### src/rtl/if_stage.sv
// Instruction-fetch stage with the IF/ID pipeline register.
// Holds the PC, presents it to instruction memory, and latches the fetched
// word with its PC for decode. Branch redirects (B, CBZ, B.LT) take priority
// over load-use stalls and insert a 32'h0 bubble, which decodes as a no-op.
module if_stage #(
    parameter int                ADDR_W   = 64,
    parameter logic [ADDR_W-1:0] RESET_PC = {ADDR_W{1'b0}}
) (
    input  logic              clk,
    input  logic              reset_n,
    output logic [ADDR_W-1:0] imem_addr,
    input  logic [31:0]       imem_rdata,
    input  logic              stall,
    input  logic              br_taken,
    input  logic              br_uncond,
    input  logic [ADDR_W-1:0] br_pc,
    input  logic [25:0]       br_imm,
    output logic [31:0]       if_id_inst,
    output logic [ADDR_W-1:0] if_id_pc,
    output logic              if_id_valid,
    output logic [31:0]       fetch_cnt
);

    localparam logic [ADDR_W-1:0] PC_STEP = ADDR_W'(3'd4);

    logic [ADDR_W-1:0] pc_r;
    logic [31:0]       if_id_inst_r;
    logic [ADDR_W-1:0] if_id_pc_r;
    logic              if_id_valid_r;
    logic [31:0]       fetch_cnt_r;

    logic [ADDR_W-1:0] offset_s;
    logic [ADDR_W-1:0] target_s;
    logic [ADDR_W-1:0] pc_next_seq_s;

    // Sign-extend the branch immediate field for the branch kind and scale to bytes
    always_comb begin
        offset_s = {ADDR_W{1'b0}};
        if (br_uncond) begin
            offset_s = {{(ADDR_W-28){br_imm[25]}}, br_imm[25:0], 2'b00};
        end else begin
            offset_s = {{(ADDR_W-21){br_imm[23]}}, br_imm[23:5], 2'b00};
        end
    end

    // Carry out of the target/sequential adders is intentionally discarded
    assign target_s      = br_pc + offset_s;
    assign pc_next_seq_s = pc_r + PC_STEP;

    // PC and IF/ID register update: reset, then redirect, then stall, then fetch
    always_ff @(posedge clk) begin
        if (!reset_n) begin
            pc_r          <= RESET_PC;
            if_id_inst_r  <= 32'h0000_0000;
            if_id_pc_r    <= {ADDR_W{1'b0}};
            if_id_valid_r <= 1'b0;
            fetch_cnt_r   <= 32'h0000_0000;
        end else if (br_taken) begin
            pc_r          <= target_s;
            if_id_inst_r  <= 32'h0000_0000;
            if_id_pc_r    <= {ADDR_W{1'b0}};
            if_id_valid_r <= 1'b0;
            fetch_cnt_r   <= fetch_cnt_r;
        end else if (stall) begin
            pc_r          <= pc_r;
            if_id_inst_r  <= if_id_inst_r;
            if_id_pc_r    <= if_id_pc_r;
            if_id_valid_r <= if_id_valid_r;
            fetch_cnt_r   <= fetch_cnt_r;
        end else begin
            pc_r          <= pc_next_seq_s;
            if_id_inst_r  <= imem_rdata;
            if_id_pc_r    <= pc_r;
            if_id_valid_r <= 1'b1;
            fetch_cnt_r   <= fetch_cnt_r + 32'd1;
        end
    end

    assign imem_addr   = pc_r;
    assign if_id_inst  = if_id_inst_r;
    assign if_id_pc    = if_id_pc_r;
    assign if_id_valid = if_id_valid_r;
    assign fetch_cnt   = fetch_cnt_r;

endmodule

### config.mk
export PLATFORM = sky130hd
export DESIGN_NAME = if_stage
export DESIGN_NICKNAME = d
export VERILOG_FILES = /design/src/rtl/if_stage.sv
export SDC_FILE = /design/constraint.sdc
export NUM_CORES = 1
export LEC_CHECK = 0
export CAP_MARGIN = 20
export CORE_AREA = 5 5 161 163
export CTS_CLUSTER_SIZE = 16
export DETAILED_ROUTE_END_ITERATION = 12
export DIE_AREA = 0 0 166 168
export HOLD_SLACK_MARGIN = 0.12
export PLACE_DENSITY = 0.89
export SYNTH_ARGS = -nofsm -noshare
export SYNTH_HDL_FRONTEND = slang
export SYNTH_SLANG_ARGS = --single-unit
### constraint.sdc
create_clock -name clk -period 5.6 [get_ports clk]
set_clock_uncertainty 0.05 [all_clocks]
set_input_delay 1.12 -clock clk [delete_from_list [all_inputs] [get_ports clk]]
set_output_delay 1.12 -clock clk [all_outputs]
set_load 0.05 [all_outputs]
After elaboration in Yosys (flattened, before gate mapping):

Cells that the tools add are included.
W data, S select, Z words.

* bits in registers: 193
* output and inout port bits: 193
* logic and storage cells: 17

* add/subtract/negate cells: 3
* eq/ne operators: 1
* mux-type cells: 3
* bitwise gates (word level): 3
* reduce and logical (&&, ||, !) cells: 2

Operator list (count)
* $mux W64: 3
* $add A64 B3 Y64 const B: 1
* $add A64 B64 Y64: 1
* $add A32 B1 Y32 const B: 1
* $not A1 Y1: 3
* $ne A2 B1 Y1 const B: 1
* $reduce_and A2 Y1: 1
* $reduce_or A2 Y1: 1

Logic depth before layout (Yosys ltp):

* word-level depth: 3
* depth in mapped cells: 16
* depth with buffers taken out: 13

Worst setup path after synthesis:

No wires, ideal clock.

* kind: input -> register
* start point: in br_uncond
* end point: reg pc_r[59], in the netlist imem_addr[59]
* library setup time: 0.127 ns
* arrival: 4.838 ns
* required time: 5.423 ns
* slack: 0.585 ns
* cell stages on the path: 14
* buffers on the path: 1
* cells stage by stage: clkbuf_1 > nand2b_1 > nand2_1 > ha_1 > nand2_1 > o21ai_1 > nor2_1 > nor3_1 > nor2_1 > o41ai_1 > o21ai_4 > o41ai_2 > a21oi_1 > or3_1

* cells in the longest elaborated chain, start to end: 3

Ends and longest elaborated chain
* start, declared: RTL line 15 `input logic br_uncond,`
* $mux W64: RTL line 39 `if (br_uncond) begin`
* $add A64 B64 Y64: RTL line 47 `assign target_s = br_pc + offset_s;`
* $mux W64: RTL line 58 `end else if (br_taken) begin`
* end signal, assigned: RTL line 59 `pc_r <= target_s;`
* end signal, assigned: RTL line 65 `pc_r <= pc_r;`
* end signal, assigned: RTL line 71 `pc_r <= pc_next_seq_s;`
* end, declared: RTL line 26 `logic [ADDR_W-1:0] pc_r;`

Every way passes these cells.
A chain may end at the register's enable or synchronous reset.

Final worst setup path:

* start point: in br_uncond
* end point: reg pc_r[49], in the netlist imem_addr[49]

The elaborated chain is that of the path after synthesis.

==> key figures <==
Timing
  – Setup_tns: 0 ps
  – Crit share post-route: 90.63%
  – # setup viols final: 0
  – Fmax: 197.0 MHz
  – Worst slew pin tran: 1052 ps
  – Hold Vio Cnt, Final: 0
  – Setup repair after global routing missed its margin: no
  – Max transition margin: 29.87%
  – Tmin final: 5075 ps
  – Max-slew violations: 0

Floorplan
  – Starting density of the core: 48.24%
  – IO Count: 320
  – Chip width: 166 um
  – # rows: 57
  – Core footprint: 0.02418 sq mm
  – Die height: 168 um
  – Die area: 0.02789 sq mm

CTS
  – Clk Latency, worst-skew pair: 430 ps
  – Clock-pin slew on the worst setup and hold paths: 70 ps
  – Maximum clock path buffer count: 2
  – Post-cts hold buffer count: 0
  – PostCTS Resize Cnt: 0
  – TritonCTS clock tree: done
  – Setup bufs post-CTS: 0
  – Clock Sinks: 193
  – CTS root buffer: clkbuf_16
  – H-Tree Depth: 4
  – Cts bufs inserted: 17

Cells and area
  – Fin area: 0.01571 sq mm
  – Number of nets in the layout: 1895
  – Ant diodes: 0
  – Share of layout cells above drive strength 1: 4.543%
  – Fillers: 1956
  – Area growth from synthesis to layout: 34.66%

Run status
  – Status: finished, final reports clean

Placement
  – Port bufs: 319
  – DP HPWL: 30260 um
  – Routability Congestion: 0.9761
  – Area after DPL: 0.01509 sq mm

Critical path
  – Critical Setup Path Class: input pin to flip-flop
  – Max stage delay cell, worst path: clkdlybuf4s50_1
  – Critical path's largest stage delay: 720 ps
  – CP startpoint kind: input pin
  – Data required, critical path: 5830 ps
  – Crit path max fanout: 15
  – Crit path DAT: 5300 ps
  – Worst path cell trace: clkdlybuf4s50_1, buf_4, mux2_2, ha_1, nand4_1, nor3_1, o2111ai_1, a311oi_1, o21ai_1, a21oi_1, a21oi_1, o21ai_1, xnor2_1, o22ai_1
  – Crit. End Element: flip-flop

Yosys
  – Post-synth top cells: nor2_1 (238), dfxtp_1 (193), nand2_1 (114), mux2i_1 (99), a21oi_1 (92)
  – FFs w/ async S/R, synth: 0%
  – Post-synth top area share: 33.13%
  – Synth Area per Inst: 8.201 sq um
  – Post-synth EDFFs: 0
  – Most instantiated library cell after synthesis: nor2_1
  – Synth unique cells: 67
  – Cell accounting for the most synthesized area: dfxtp_1
  – Top cells by area, synth: dfxtp_1 (33%), mux2i_1 (8.5%), nor2_1 (7.7%)
  – #FFs+latches synth: 193
  – Ys Warns: 0
  – Prevailing post-synth register cell: dfxtp_1
  – Area of the mapped netlist: 0.01166 sq mm
  – Syn nets: 1613
  – Synthesized instance count: 1422
  – Sequential fraction of the synthesis area: 33.13%

Pwr
  – Worst VDD drop: 173.1 uV
  – Power Density: 266.2 mW/mm^2
  – Leak pwr: 6.152 nW
  – Design Power: 4.180 mW

Global route
  – GR Util All Layers: 26.57%
  – First-pass GRT wire length: 61310 um
  – Antenna violations before repair: 0
  – Vias in the first global route: 11230
  – Largest net degree at the start of global routing: 75
  – GRT overflow: 0

Drt
  – Post-route ant nets: 0
  – DR iter-0 viols: 1073
  – Vias per cell: 5.752
  – Drt first pass iters: 5
  – Drt drc: 0
  – Drt total wl: 38930 um
  – Avg WL per Cell: 19.07 um
  – Vias: 11740

Min path
  – Class of the worst hold path: flip-flop to flip-flop

Run
  – Max Cap Viol: 0
==> state kept, by name, indices dropped and copies added, names as in the netlist <==
name / cells
if_id_inst: 32
imem_addr: 64
if_id_valid: 1
fetch_cnt: 32
if_id_pc: 64
==> layer usage <==
| metal | up-vias | track usage, % | wire, um |
|---|---|---|---|
| li1 | 5600 | - | - |
| met1 | 5472 | 34.98 | 16660 |
| met2 | 589 | 45.03 | 18320 |
| met3 | 79 | 3.751 | 2747 |
| met4 | 0 | 8.931 | 1201 |
| met5 | - | 0 | 0 |
==> worst paths after layout <==
kind                         to  slack, ps  cells after the start    startpoint
setup / recovery  imem_addr[49]        520                     14     br_uncond
hold / removal      if_id_valid        400                      2   if_id_valid
setup reg to reg  imem_addr[60]       2590                     10  imem_addr[4]
hold reg to reg     if_id_valid        400                      2   if_id_valid
==> metrics by stage <==
stage               instances  utilization, %  hold WS [ps]  setup WS [ps]
global route             2041           64.96         435.1          268.9
detailed placement       2009           62.42         398.6          211.8
floorplan                1422               -         617.7          584.8
global placement         2009           62.42         388.3          215.3
finish                   2041           64.96         403.6          524.6
CTS                      2041           64.96         408.1          634.3
==> cells by family (layout without fill, tap and decap cells) <==
| family | after synthesis | after routing | share of synthesized area (%) |
|---|---|---|---|
| AOI/OAI and AO/OA | 290 | 290 | 15.82 |
| xor gates and xnor gates | 143 | 143 | 10.74 |
| adders and majority gates | 64 | 64 | 6.931 |
| buffers and inverters | 89 | 384 | 2.907 |
| DFF | 193 | 193 | 33.13 |
| muxes | 117 | 117 | 10.23 |
| and+or+nand+nor | 526 | 526 | 20.23 |
==> where the power goes <==
part	leakage, nW	internal (mW)	total, mW	switching, mW
clock network	0.296	0.647	1.25	0.604
logic	4.28	0.531	1.36	0.829
registers	1.58	1.45	1.57	0.123
==> critical path: cells and delay by family <==
kind | cells | cell delay (ps)
and+or+nand+nor | 2 | 540
AOI/OAI and AO/OA | 7 | 1650
muxes | 1 | 360
xor gates and xnor gates | 1 | 190
buffers and inverters | 2 | 1010
adders and majority gates | 1 | 430
==> area by class of cell <==
cell class,count,area (sq um),share of cell area (%)
Inverter,22,82.58,0.5258
Timing Repair Buffer,330,3272,20.83
Clock buffer,17,425.4,2.709
Clock inverter,15,188.9,1.203
Sequential cell,193,3864,24.60
Tap cell,324,405.4,2.581
Multi-Input combinational cell,1140,7467,47.55
==> cells in the final DEF, fill, tap and decap left out, types with 5 or more instances in the layout <==
cell / count
a211oi_1: 37
a21o_1: 29
a21oi_1: 92
a31oi_1: 9
and2_1: 9
and3_1: 22
buf_4: 11
clkbuf_16: 17
clkdlybuf4s50_1: 317
dfxtp_1: 193
ha_1: 63
inv_1: 20
inv_6: 5
mux2_2: 18
mux2i_1: 99
nand2_1: 113
nand3_1: 46
nand4_1: 35
nor2_1: 238
nor2b_1: 8
nor3_1: 19
nor4_1: 5
o21a_1: 8
o21ai_0: 54
o21ai_1: 10
o21bai_1: 6
o22ai_1: 10
or3_1: 9
xnor2_1: 82
xor2_1: 61
(Power assumes the default switching activity.)
